File: config.mk
export PLATFORM = sky130hd
export DESIGN_NAME = internal_bus_sink
export DESIGN_NICKNAME = d
export VERILOG_FILES = /design/src/rtl/internal_bus_sink.sv
export SDC_FILE = /design/constraint.sdc
export NUM_CORES = 1
export LEC_CHECK = 0
export ABC_CLOCK_PERIOD_IN_PS = 1700
export CAP_MARGIN = 30
export CORE_AREA = 2 2 131 82
export CTS_CLUSTER_SIZE = 14
export DETAILED_ROUTE_END_ITERATION = 8
export DIE_AREA = 0 0 133 84
export PLACE_DENSITY = 0.61
export SKIP_CTS_REPAIR_TIMING = 1
export SLEW_MARGIN = 15
export SYNTH_ARGS = -nofsm -noshare
export SYNTH_HDL_FRONTEND = slang
export SYNTH_SLANG_ARGS = --single-unit
File: constraint.sdc
create_clock -name clk_i -period 1.7 [get_ports clk_i]
set_input_delay 0.34 -clock clk_i [delete_from_list [all_inputs] [get_ports clk_i]]
set_output_delay 0.34 -clock clk_i [all_outputs]
set_load 0.005 [all_outputs]
File: src/rtl/internal_bus_sink.sv
// Destination-side controller for the internal data bus: drives a one-hot CNTL
// source select, waits SETTLE cycles, then latches BUS_IN into one of eight registers.
module internal_bus_sink #(
  parameter int unsigned SETTLE  = 1,
  parameter logic [7:0]  REG_RST = 8'h00
) (
  input  logic       clk_i,
  input  logic       rst_ni,
  input  logic       req_i,
  input  logic [2:0] src_i,
  input  logic [2:0] dst_i,
  input  logic [7:0] bus_in_i,
  output logic [8:0] cntl_o,
  output logic       busy_o,
  output logic       done_o,
  output logic [7:0] reg0_o,
  output logic [7:0] reg1_o,
  output logic [7:0] reg2_o,
  output logic [7:0] reg3_o,
  output logic [7:0] reg4_o,
  output logic [7:0] reg5_o,
  output logic [7:0] reg6_o,
  output logic [7:0] reg7_o
);

  typedef enum logic [1:0] {
    IDLE,
    DRIVE,
    LATCH
  } state_e;

  // DRIVE lasts SETTLE cycles, so the counter starts one below and exits at zero.
  localparam logic [3:0] SettleLoad = 4'(SETTLE - 1);

  state_e     state_q, state_d;
  logic [3:0] cnt_q, cnt_d;
  logic [2:0] src_q, src_d;
  logic [2:0] dst_q, dst_d;
  logic [8:0] cntl_q, cntl_d;
  logic       busy_q, busy_d;
  logic       done_q, done_d;
  logic       wr_en;
  logic [7:0] regs_q [8];

  always_comb begin
    state_d = state_q;
    cnt_d   = cnt_q;
    src_d   = src_q;
    dst_d   = dst_q;
    done_d  = 1'b0;
    wr_en   = 1'b0;
    unique case (state_q)
      IDLE: begin
        if (req_i) begin
          src_d   = src_i;
          dst_d   = dst_i;
          cnt_d   = SettleLoad;
          state_d = DRIVE;
        end
      end
      DRIVE: begin
        if (cnt_q == 4'd0) begin
          state_d = LATCH;
        end else begin
          cnt_d = cnt_q - 4'd1;
        end
      end
      LATCH: begin
        wr_en   = 1'b1;
        done_d  = 1'b1;
        state_d = IDLE;
      end
      default: state_d = IDLE;
    endcase

    // Outputs are registered from the next state so they line up with it.
    busy_d = (state_d != IDLE);
    cntl_d = '0;
    if (busy_d) begin
      cntl_d = 9'd1 << src_d;
    end
  end

  always_ff @(posedge clk_i or negedge rst_ni) begin
    if (!rst_ni) begin
      state_q <= IDLE;
      cnt_q   <= '0;
      src_q   <= '0;
      dst_q   <= '0;
      cntl_q  <= '0;
      busy_q  <= 1'b0;
      done_q  <= 1'b0;
    end else begin
      state_q <= state_d;
      cnt_q   <= cnt_d;
      src_q   <= src_d;
      dst_q   <= dst_d;
      cntl_q  <= cntl_d;
      busy_q  <= busy_d;
      done_q  <= done_d;
    end
  end

  always_ff @(posedge clk_i or negedge rst_ni) begin
    if (!rst_ni) begin
      for (int i = 0; i < 8; i++) begin
        regs_q[i] <= REG_RST;
      end
    end else if (wr_en) begin
      regs_q[dst_q] <= bus_in_i;
    end
  end

  assign cntl_o = cntl_q;
  assign busy_o = busy_q;
  assign done_o = done_q;
  assign reg0_o = regs_q[0];
  assign reg1_o = regs_q[1];
  assign reg2_o = regs_q[2];
  assign reg3_o = regs_q[3];
  assign reg4_o = regs_q[4];
  assign reg5_o = regs_q[5];
  assign reg6_o = regs_q[6];
  assign reg7_o = regs_q[7];

endmodule
Yosys cells after proc, flatten, opt, wreduce, memory -nomap -nowiden

Cells that the tools add are included.

Output and inout bits: 75
Bits in registers: 87
Word-level logic and storage cells: 44

Shift-type cells: 1
$add $sub $neg: 1
Mux-type cells: 13
$lt $le $gt $ge: 2
Bitwise logic cells: 1
Reduce and logical (&&, ||, !) cells: 7
Equality and inequality tests: 4

Operators by type and width:

| kind                | number |
|---|---|
| $bwmux 64           | 1 |
| $demux 8 s3         | 1 |
| $mux 9              | 1 |
| $shl 1x3->9 const A | 1 |
| $mux 4              | 2 |
| $mux 8              | 1 |
| $pmux 4 s2          | 1 |
| $mux 3              | 2 |
| $ge 4x4->1 const B  | 1 |
| $logic_not 4->1     | 1 |
| $lt 4x1->1 const B  | 1 |
| $mux 2              | 2 |
| $ne 2x2->1 const B  | 2 |
| $not 3->4           | 1 |
| $pmux 2 s2          | 1 |
| $reduce_bool 2->1   | 2 |
| $sub 4x1->4 const B | 1 |
| $reduce_and 3->1    | 1 |
| $eq 2x1->1 const B  | 1 |
| $eq 2x2->1 const B  | 1 |
| $logic_not 2->1     | 1 |
| $reduce_and 2->1    | 1 |
| $logic_and 1x1->1   | 1 |
| $mux 1              | 1 |

Longest topological paths before layout

Depth in word-level cells: 6
Mapped depth: 5
Mapped depth without buffers: 5

Worst setup path before layout

OpenSTA, ideal clock, no wires.

Path type: register to register
From: reg state_q[0]
To: reg dst_q[1]
Arrival time: 1.492 ns
Stages on the path, launching flop included: 5
Path slack: 0.084 ns
Required time: 1.575 ns
Period minus slack after synthesis: 1.616 ns
Buffers on the path: 2
Cells stage by stage: dfrtp_1 -> buf_2 -> nor3b_1 -> buf_4 -> mux2_2

Cells in the longest elaborated chain, start to end: 2

Ends and longest elaborated chain:

| what                       | RTL line | RTL |
|---|---|---|
| start, declared            | 35       | `state_e state_q, state_d;` |
| start signal, assigned     | 94       | `state_q <= state_d;` |
| $logic_not 2->1            | 52       | `unique case (state_q)` |
| $reduce_and 2->1 (no line) | --       |  |
| end signal, assigned       | 97       | `dst_q <= dst_d;` |
| end, declared              | 38       | `logic [2:0] dst_q, dst_d;` |

No other way between the ends.
A chain may end at the register's enable or synchronous reset.

Final worst setup path

From: reg cnt_q[0]
To: reg cnt_q[1]

Cells in the longest elaborated chain, start to end: 3
Elaborated cells on any way between the ends: 6

Ends and longest elaborated chain:

| what                                           | RTL line | RTL |
|---|---|---|
| start, declared                                | 36       | `logic [3:0] cnt_q, cnt_d;` |
| start signal, assigned                         | 95       | `cnt_q <= cnt_d;` |
| $sub 4x1->4 or $logic_not 4->1 (tied branches) | 65, 62   |  |
| $mux 4 or $ne 2x2->1 (tied branches)           | --       |  |
| $pmux 4 s2 or $reduce_and 3->1 (tied branches) | --       |  |

Several ways; a longest one is shown, not always the timed one. The select of a mux whose other input is x is not followed.

==> impl_metrics.json <==
{
  "status": "finished clean",
  "drive_gt1_share_pct": 32.4,
  "io_pins": 92,
  "rows": 29,
  "dpl.hpwl_mm": 5.55,
  "p_leak_nw": 2.16,
  "path_cells": "inv_1 -> ha_1 -> nor3b_1 -> or4b_2 -> nand3_1",
  "final_cell_area_um2": 4950,
  "rsz0062_at_grt": "false",
  "grt_max_degree": 39,
  "drc": 0,
  "fp.coreArea_um2": 10100,
  "worstSkewPairLatency_ns": 0.33,
  "cts_root_buffer": "clkbuf_16",
  "grt_pass1_wl_mm": 12.4,
  "finalHoldViolations": 0,
  "vias": 2242,
  "track_usage_pct": 15.0,
  "async_flop_share_pct": 100,
  "worst_ir_drop_vdd_mv": 0.694,
  "synthTopCellsByArea": "dfrtp_1 63%, mux2_2 23%, nor2b_1 1.6%, mux2i_1 1.2%, nor3b_4 1.1%",
  "path_max_fanout": 5,
  "slowest_stage": "or4b_2",
  "htreeDepth": 3,
  "start_util_pct": 33.9,
  "synth-edff-count": 0,
  "netlist.area_leader.share_pct": 62.7,
  "r2r_start": "cnt_q[0]",
  "routabilityCongestion": 0.774,
  "fin_crit_ns": 1.61,
  "setup_viol": 0,
  "layoutNonFillerInstCount": 488,
  "cts_sinks": 86,
  "grt_overflow": 0,
  "synth_cell_types": 31,
  "hold_class": "in2async",
  "synth_area_um2": 3430,
  "ys_ff_latch": 86,
  "power.density_nw_per_um2": 1760,
  "fin_util_pct": 48.9,
  "fin_worst_skew_ns": 0.00334,
  "worst_setup_path_start_kind": "flip-flop",
  "antenna_found_initial": 0,
  "drt-vias-per-instance": 4.59,
  "max-clock-path-buffers": 2,
  "antenna_cells": 0,
  "crit_type": "reg2reg",
  "nets": 363,
  "worstPathArrival_ns": 1.88,
  "synth-seq-area-share_pct": 62.7,
  "maxCapViolations": 0,
  "cts_tree": "built",
  "syn_to_final_growth_pct": 44.1,
  "dr.pass1.iters": 4,
  "synth_warnings": 0,
  "max_freq_mhz": 620,
  "layout_commonest_cell": "clkdlybuf4s50_1",
  "clk_pin_slew_ns": 0.06,
  "fp.dieW_um": 133,
  "crit_required_ns": 1.97,
  "numCtsBuffers": 9,
  "synth_top_cell_by_area": "dfrtp_1",
  "nFillCells": 864,
  "startpoint": "cnt_q[0]",
  "io_buffers": 90,
  "synth.avg_cell_area_um2": 14.9,
  "finalWirelength_mm": 7.82,
  "synth_nets": 249,
  "slew_viol_final": 0,
  "place_area_um2": 4650,
  "drtIter0Drc": 86,
  "ys.flop_type": "dfrtp_1",
  "cpPeakStageDelay_ns": 0.61,
  "layout_common_cells": "89 x clkdlybuf4s50_1, 86 x dfrtp_1, 70 x mux2_2",
  "die_h_um": 84,
  "place_inst": 471,
  "cp-end-kind": "flip-flop",
  "grt_pass1_vias": 2238,
  "synth_cells": 230,
  "tns_ns": 0,
  "cp_top_family": "simple AND/OR/NAND/NOR gates",
  "wire_per_inst_um": 16.0,
  "die-area_um2": 11200,
  "drtAntennaViolNets": 0,
  "path_buf_inv": 1,
  "fin_crit_sh_pct": 94.9
}
## final timing paths
check                            end  slack (ns)  cells after the start
setup / recovery            cnt_q[1]        0.09                      5
hold / removal                busy_o        0.49                      2
setup reg to reg            cnt_q[1]        0.09                      5
hold reg to reg            reg3_o[3]        0.50                      1
max in group asynchronous  reg2_o[5]        0.60                      3
min in group clk_i         reg3_o[3]        0.50                      1
## routing by layer
metal / part of all wire [%] / up-vias / wire length, um / GRT usage (%)
li1: - / 1035 / - / -
met3: 7.0 / 9 / 545 / 5.46
met1: 50 / 1117 / 3880 / 20.8
met5: 0 / - / 0 / 0
met2: 42 / 81 / 3280 / 21.6
met4: 1.5 / 0 / 116 / 5.57
## synthesized netlist by cell type (all sizes together) (3+ instances only)
library cell	count
dfrtp	86
mux2	70
nor2	10
nor2b	9
nand2	7
nor3b	7
nand3	5
buf	4
inv	4
mux2i	4
nand3b	4
o21bai	3
## sequential cells by signal, summed over array words and instances, names as in the netlist
signal	flops
reg7_o	8
reg0_o	8
reg6_o	8
reg2_o	8
reg3_o	8
dst_q	3
done_o	1
reg4_o	8
reg1_o	8
busy_o	1
reg5_o	8
cnt_q	4
state_q	2
cntl_o	8
src_q	3
## where the power goes
| part | total (mW) | internal (mW) | switching [mW] |
|---|---|---|---|
| Sequential | 3.49 | 2.92 | 0.568 |
| Combinational | 3.35 | 2.26 | 1.09 |
| Clock | 1.85 | 1.10 | 0.747 |
## stage by stage
stage	power [mW]	hold WS, ns	setup WS [ns]
2_1_floorplan	4.83	0.0444	0.0835
3_3_place_gp	6.85	0.293	0.0401
3_5_place_dp	6.91	0.294	0.0136
4_1_cts	8.82	-0.0686	0.0814
5_1_grt	9.26	0.510	0.0000149
6_report	8.70	0.492	0.0865
## area by class of cell
type,count,area (um2),share of cell area [%]
Timing Repair Buffer,109,1080,21.9
Clock inverter,3,17.5,0.354
Multi-Input combinational cell,134,1240,25.0
Sequential cell,86,2150,43.5
Inverter,4,15.0,0.304
Tap cell,139,174,3.52
Clock buffer,13,270,5.46
## worst register-to-register path, delay by kind of cell, from the launching register on
family | cells | cell delay [ns]
adders and majority gates | 1 | 0.21
and+or+nand+nor | 3 | 0.86
DFF | 1 | 0.40
buffers and inverters | 1 | 0.08
## cell families after synthesis
group / Yosys count / share of synthesized area [%]
compound gates: 7 / 1.46
mux: 74 / 24.1
buf+inv: 10 / 1.46
other cells: 1 / 0.109
flops: 86 / 62.7
fa+ha+maj: 2 / 0.729
simple gates: 50 / 9.44
Note: power is estimated with default switching activity, not from simulation.
